File: src/rtl/mem_if_pkg.sv
// +--------------------------------------------------------------------+
// | mem_if_pkg : shared types and constants for the memory request IF   |
// | Revision   : 1.0                                                    |
// +--------------------------------------------------------------------+
`default_nettype none

package mem_if_pkg;

  localparam int DEF_ADDR_W = 16;
  localparam int DEF_DATA_W = 16;

  localparam logic REQ_READ  = 1'b0;
  localparam logic REQ_WRITE = 1'b1;

  typedef enum logic [2:0] {
    IDLE    = 3'd0,
    ISSUE   = 3'd1,
    WAIT_RD = 3'd2,
    WAIT_WR = 3'd3,
    GAP     = 3'd4
  } state_t;

endpackage

`default_nettype wire

File: src/rtl/mem_cmd_buffer.sv
// +--------------------------------------------------------------------+
// | mem_cmd_buffer : one-entry command holding register with full flag |
// | Revision       : 1.0                                               |
// +--------------------------------------------------------------------+
`default_nettype none

module mem_cmd_buffer
  import mem_if_pkg::*;
#(
  parameter int ADDR_W = DEF_ADDR_W,
  parameter int DATA_W = DEF_DATA_W
) (
  input  logic              clk,
  input  logic              reset,
  input  logic              i_load,
  input  logic              i_drain,
  input  logic              i_write,
  input  logic [ADDR_W-1:0] i_addr,
  input  logic [DATA_W-1:0] i_wdata,
  output logic              o_full,
  output logic              o_write,
  output logic [ADDR_W-1:0] o_addr,
  output logic [DATA_W-1:0] o_wdata
);

  logic              r_full;
  logic              r_write;
  logic [ADDR_W-1:0] r_addr;
  logic [DATA_W-1:0] r_wdata;

  // Load is only possible while empty and drain only while full, so they never collide.
  always_ff @(posedge clk) begin
    if (!reset) begin
      r_full  <= 1'b0;
      r_write <= 1'b0;
      r_addr  <= '0;
      r_wdata <= '0;
    end else if (i_load) begin
      r_full  <= 1'b1;
      r_write <= i_write;
      r_addr  <= i_addr;
      r_wdata <= i_wdata;
    end else if (i_drain) begin
      r_full  <= 1'b0;
    end
  end

  assign o_full  = r_full;
  assign o_write = r_write;
  assign o_addr  = r_addr;
  assign o_wdata = r_wdata;

endmodule

`default_nettype wire

File: src/rtl/mem_request_master.sv
// +--------------------------------------------------------------------+
// | mem_request_master : CPU-side initiator for memory_control requests |
// | Option: MEM_REQ_TIMEOUT_EN enables the per-transaction wait timeout |
// | Revision           : 1.0                                           |
// +--------------------------------------------------------------------+
`default_nettype none

module mem_request_master
  import mem_if_pkg::*;
#(
  parameter int ADDR_W         = DEF_ADDR_W,
  parameter int DATA_W         = DEF_DATA_W,
  parameter int TIMEOUT_CYCLES = 255
) (
  input  logic              clk,
  input  logic              reset,
  input  logic              cmd_valid,
  output logic              cmd_ready,
  input  logic              cmd_write,
  input  logic [ADDR_W-1:0] cmd_addr,
  input  logic [DATA_W-1:0] cmd_wdata,
  output logic              rsp_valid,
  output logic              rsp_write,
  output logic [DATA_W-1:0] rsp_rdata,
  output logic              rsp_err,
  output logic              busy,
  output logic [ADDR_W-1:0] request_address,
  output logic              request_type,
  output logic              request,
  output logic [DATA_W-1:0] data_out,
  input  logic [DATA_W-1:0] memory_in,
  input  logic              memory_ready,
  input  logic              write_complete
);

  if (TIMEOUT_CYCLES < 1) begin : g_bad_timeout
    $error("TIMEOUT_CYCLES must be at least 1");
  end

  state_t            r_state;
  state_t            w_next;
  logic              r_request;
  logic              r_req_type;
  logic [ADDR_W-1:0] r_req_addr;
  logic [DATA_W-1:0] r_data_out;
  logic              r_rsp_valid;
  logic              r_rsp_write;
  logic [DATA_W-1:0] r_rdata;

  logic              w_buf_full;
  logic              w_buf_write;
  logic [ADDR_W-1:0] w_buf_addr;
  logic [DATA_W-1:0] w_buf_wdata;

  logic w_accept;
  logic w_direct;
  logic w_load;
  logic w_drain;
  logic w_rsp_rd;
  logic w_rsp_wr;
  logic w_timeout;
  logic w_timeout_hit;

  assign cmd_ready = reset & ~w_buf_full;
  assign w_accept  = cmd_valid & cmd_ready;
  assign w_direct  = w_accept & (r_state == IDLE) & ~w_buf_full;
  assign w_load    = w_accept & ~w_direct;

  mem_cmd_buffer #(
    .ADDR_W (ADDR_W),
    .DATA_W (DATA_W)
  ) u_buf (
    .clk     (clk),
    .reset   (reset),
    .i_load  (w_load),
    .i_drain (w_drain),
    .i_write (cmd_write),
    .i_addr  (cmd_addr),
    .i_wdata (cmd_wdata),
    .o_full  (w_buf_full),
    .o_write (w_buf_write),
    .o_addr  (w_buf_addr),
    .o_wdata (w_buf_wdata)
  );

  always_comb begin
    w_next    = r_state;
    w_drain   = 1'b0;
    w_rsp_rd  = 1'b0;
    w_rsp_wr  = 1'b0;
    w_timeout = 1'b0;
    case (r_state)
      IDLE: begin
        if (w_buf_full) begin
          w_next  = ISSUE;
          w_drain = 1'b1;
        end else if (w_direct) begin
          w_next = ISSUE;
        end
      end
      ISSUE: begin
        case (r_req_type)
          REQ_READ:  w_next = WAIT_RD;
          REQ_WRITE: w_next = WAIT_WR;
          default:   w_next = WAIT_RD;
        endcase
      end
      WAIT_RD: begin
        if (memory_ready) begin
          w_rsp_rd = 1'b1;
          w_next   = GAP;
        end else if (w_timeout_hit) begin
          w_timeout = 1'b1;
          w_next    = GAP;
        end
      end
      WAIT_WR: begin
        if (write_complete) begin
          w_rsp_wr = 1'b1;
          w_next   = GAP;
        end else if (w_timeout_hit) begin
          w_timeout = 1'b1;
          w_next    = GAP;
        end
      end
      GAP: begin
        if (w_buf_full) begin
          w_next  = ISSUE;
          w_drain = 1'b1;
        end else begin
          w_next = IDLE;
        end
      end
      default: w_next = IDLE;
    endcase
  end

  // Pins load on the edge that enters ISSUE so request rises the cycle after acceptance.
  always_ff @(posedge clk) begin
    if (!reset) begin
      r_state     <= IDLE;
      r_request   <= 1'b0;
      r_req_type  <= REQ_READ;
      r_req_addr  <= '0;
      r_data_out  <= '0;
      r_rsp_valid <= 1'b0;
      r_rsp_write <= 1'b0;
      r_rdata     <= '0;
    end else begin
      r_state     <= w_next;
      r_request   <= (w_next == ISSUE) || (w_next == WAIT_RD) || (w_next == WAIT_WR);
      if (w_drain || w_direct) begin
        r_req_type <= w_drain ? w_buf_write : cmd_write;
        r_req_addr <= w_drain ? w_buf_addr  : cmd_addr;
        r_data_out <= w_drain ? w_buf_wdata : cmd_wdata;
      end
      r_rsp_valid <= w_rsp_rd | w_rsp_wr | w_timeout;
      r_rsp_write <= w_rsp_wr;
      if (w_rsp_rd) begin
        r_rdata <= memory_in;
      end
    end
  end

`ifdef MEM_REQ_TIMEOUT_EN
  localparam int CNT_W = ($clog2(TIMEOUT_CYCLES + 1) > 8) ? $clog2(TIMEOUT_CYCLES + 1) : 8;

  logic [CNT_W-1:0] r_wait_cnt;
  logic             r_rsp_err;
  logic             w_waiting;

  assign w_waiting     = (r_state == WAIT_RD) || (r_state == WAIT_WR);
  assign w_timeout_hit = w_waiting && (r_wait_cnt == CNT_W'(TIMEOUT_CYCLES - 1));

  always_ff @(posedge clk) begin
    if (!reset) begin
      r_wait_cnt <= '0;
      r_rsp_err  <= 1'b0;
    end else begin
      if (r_state == ISSUE) begin
        r_wait_cnt <= '0;
      end else if (w_waiting) begin
        r_wait_cnt <= r_wait_cnt + 1'b1;
      end
      r_rsp_err <= w_timeout;
    end
  end

  assign rsp_err = r_rsp_err;
`else
  assign w_timeout_hit = 1'b0;
  assign rsp_err       = 1'b0;
`endif

  // Stores and timeouts report zero data; the last load value is kept underneath.
  assign rsp_rdata       = (r_rsp_valid && (r_rsp_write || rsp_err)) ? '0 : r_rdata;
  assign rsp_valid       = r_rsp_valid;
  assign rsp_write       = r_rsp_write;
  assign busy            = reset & ((r_state != IDLE) | w_buf_full);
  assign request         = r_request;
  assign request_type    = r_req_type;
  assign request_address = r_req_addr;
  assign data_out        = r_data_out;

endmodule

`default_nettype wire

File: config.mk
export PLATFORM = sky130hd
export DESIGN_NAME = mem_request_master
export DESIGN_NICKNAME = d
export VERILOG_FILES = /design/src/rtl/mem_if_pkg.sv /design/src/rtl/mem_cmd_buffer.sv /design/src/rtl/mem_request_master.sv
export SDC_FILE = /design/constraint.sdc
export NUM_CORES = 1
export LEC_CHECK = 0
export CORE_ASPECT_RATIO = 0.5
export CORE_MARGIN = 2
export CORE_UTILIZATION = 53
export CTS_CLUSTER_SIZE = 14
export DETAILED_ROUTE_END_ITERATION = 16
export MAX_ROUTING_LAYER = met4
export PLACE_DENSITY = 0.85
export SYNTH_ARGS = -nofsm -noshare
export SYNTH_HDL_FRONTEND = slang
export SYNTH_HIERARCHICAL = 1
export SYNTH_SLANG_ARGS = --single-unit
File: constraint.sdc
create_clock -name clk -period 4.4 [get_ports clk]
set_clock_uncertainty 0.05 [all_clocks]
set_input_delay 0.88 -clock clk [delete_from_list [all_inputs] [get_ports clk]]
set_output_delay 0.88 -clock clk [all_outputs]
set_load 0.005 [all_outputs]
==> summary.md <==
| Metric | Value |
|---|---|
| Outcome | finished clean |
| Via/cell ratio | around 5.4 |
| Final Setup Violations | 0 |
| Area of the core | 8060 µm² |
| Met3 WL post-DR | around 650 µm |
| Fin. max-slew vios | 0 |
| Post-DP HPWL | ~6.5 mm |
| All-Layer GR Usage | 0.249 |
| P&R area growth vs syn | 28.5% |
| Worst slew margin | 0.482 |
| Clock period minus worst slack | 3150 ps |
| Crit. End Element | output pin |
| DRT Pass-1 Iters | 4 |
| R2R Setup Slk | ~2000 ps |
| Hold slack | 396 ps |
| Reg clk slew, reported paths | about 60 ps |
| Aggregate global routing overflow | 0 |
| Antenna diodes | 0 |
| Hold_sp | r_rdata[1] |
| Net count, final | between 600 and 700 |
| Post-Layout Cell Count | 694 |
| Reg2reg end | data_out[11] |
| Top area cells in the synthesized netlist | dfxtp_1 40%, mux2i_1 7.7%, o21ai_0 7.6% |
| Most common cell after layout, fill and taps aside | clkdlybuf4s50_1 |
| Post-CTS Setup Bufs | 0 |
| Max Root-Sink Buffers | 2 |
| Hold path cells | 2 |
| Site row count | 23 |
| Register bit count reported by yosys | slightly below 90 |
| CTS resizes | 0 |
| Initial Util | 0.549 |
| DR WL met2 | approximately 5.0 mm |
| CTS Root Cell | clkbuf_16 |
| Startpoint types | flop |
| Routed wire length per instance | around 15 µm |
| Drc violations | 0 |
| RD Place Congestion | between 0.7 and 0.8 |
| Die width | ~130 µm |
| Actual slew at the worst max-slew pin | approximately 770 ps |
| Req. time, crit path | approximately 3500 ps |
| DIE HEIGHT | ~69 µm |
| Placed insts | slightly below 700 |
| Post-DRT Antenna Nets | 0 |
| Initial antenna violation count | 0 |
| CP arrival | between 2000 and 2500 ps |
| R2R depth | 5 |
| Count of unique library cells instantiated by Yosys | 33 |
| Cts hold-fix bufs | 0 |
| P_leak | between 0.002 and 0.0025 µW |
| Ports | around 110 |
| WL final | between 10 and 15 mm |
| Max cap viols | 0 |
| Peak supply drop | about 0.23 mV |
| DRT met1 WL | around 5.0 mm |
| First-pass GRT wire length | 17.3 mm |
| Area post-placement | approximately 5400 µm² |
| 1st-iter DRT viols | approximately 250 |
| Total negative setup slack | 0 ps |
| PD cells | 358 nW/µm² |
| Filler Cell Count | between 600 and 700 |
| Post-synth ARST share | 0 |
| Post-synth top area share | 0.403 |
| IO buf count | 107 |
| Ys Warns | 6 |
| RSZ-0062 raised after global routing | false |
| Most frequent cells in the layout | 106 x clkdlybuf4s50_1, 88 x dfxtp_1, 71 x nand2_1 |
| Mapped Cells | between 500 and 600 |
| Worst hold path type | flop to flop |
| Final period utilization | 0.717 |
| Crit Path Category | flop to output pin |
| Vias in the first global route | 3,527 |
| Seq/Total Area, Yosys | 0.403 |
| Cell area after synthesis | between 4000 and 5000 µm² |
| Post-synth net total | about 560 |
| CP max FO | 43 |
| CTS tree | done |
| Final instance area | ~5700 µm² |
| DIE AREA | 9140 µm² |
| Via count | around 3,800 |
| Ys flop type | dfxtp_1 |
| Reg-to-Reg Start | u_buf/o_full |
| Ratio of cells with drive above 1 in the final layout | 0.0515 |
| Pin count of the biggest net entering global routing | 68 |
| EDFF count, synth | 0 |
| Fmax | 317 MHz |
| Syn_area_per_cell | slightly below 9 µm² |
| Final-report hold violation count | 0 |
| Hold EP | r_rdata[1] |
| Synth area leader | dfxtp_1 |
| Max H-tree Level | 3 |
| Sink Count | between 80 and 90 |
| Highest Signal Layer | met4 |
| CTS buffer count | 9 |
| Clk Latency, worst-skew pair | ~340 ps |
routing by layer:
| layer | vias up | track usage |
|---|---|---|
| met5 | - | - |
| met4 | 0 | 0.0798 |
| met3 | 4 | 0.0709 |
| met2 | 111 | 0.407 |
| met1 | 1759 | 0.307 |
| li1 | 1883 | - |
sequential cells by signal (all words and copies together), names as in the netlist:
name,count
u_buf/o_wdata,16
request_type,1
r_rdata,16
r_state,3
rsp_write,1
data_out,16
u_buf/o_full,1
rsp_valid,1
u_buf/o_write,1
request_address,16
request,1
u_buf/o_addr,16
how the worst max path moves through the flow:
stage,from,to
2_1_floorplan,reset,busy
6_report,r_state[0],busy
3_3_place_gp,reset,request_address[2]
3_5_place_dp,reset,data_out[11]
5_1_grt,r_state[0],busy
4_1_cts,r_state[0],busy
stage by stage:
stage	setup slack (ps)	power, µW	util
global placement	1430	1240	0.667
finish	1250	2030	0.706
floorplan	2040	1100	-
global route	1140	2120	0.706
detailed placement	1390	1250	0.667
CTS	1230	2050	0.706
report_power, final:
group          total (µW)  internal, µW  switching (µW)
Sequential            885           852            33.3
Clock                 802           492             310
Combinational         347           183             164
Total                2030          1530             507
cell type report:
type                       instances  area (µm²)  area share
sequential                        89        1780       0.314
clock buffer                       9         225      0.0396
tap                              112         140      0.0246
multi-input combinational        360        2310       0.406
inverter                           2        7.51     0.00132
timing repair buffer             115        1140       0.200
clock inverter                     7        85.1      0.0150
worst max-delay path, cell delays in order, from the launching register on:
cell and delay, ps:
dfxtp_1 320, buf_4 390, or2_1 170, buf_4 320, o31a_1 180, clkdlybuf4s50_1 500
cell families (layout without fill, tap and decap cells):
family,after synthesis,in the layout,synth area share
AOI/OAI and AO/OA,124,124,0.180
other,1,1,0.000848
and+or+nand+nor,201,201,0.261
muxes,34,34,0.0769
buffers and inverters,52,133,0.0784
DFF,89,89,0.403
cell usage after synthesis (all sizes together) (2+ instances only):
| master | n |
|---|---|
| nor2 | 4 |
| o31a | 34 |
| buf | 25 |
| dfxtp | 89 |
| mux2i | 34 |
| nor2b | 36 |
| nand2 | 71 |
| clkbuf | 25 |
| and3 | 33 |
| a21oi | 2 |
| inv | 2 |
| and2 | 17 |
| a21boi | 17 |
| nor3b | 34 |
| o21ai | 68 |
(Power assumes the default switching activity.)
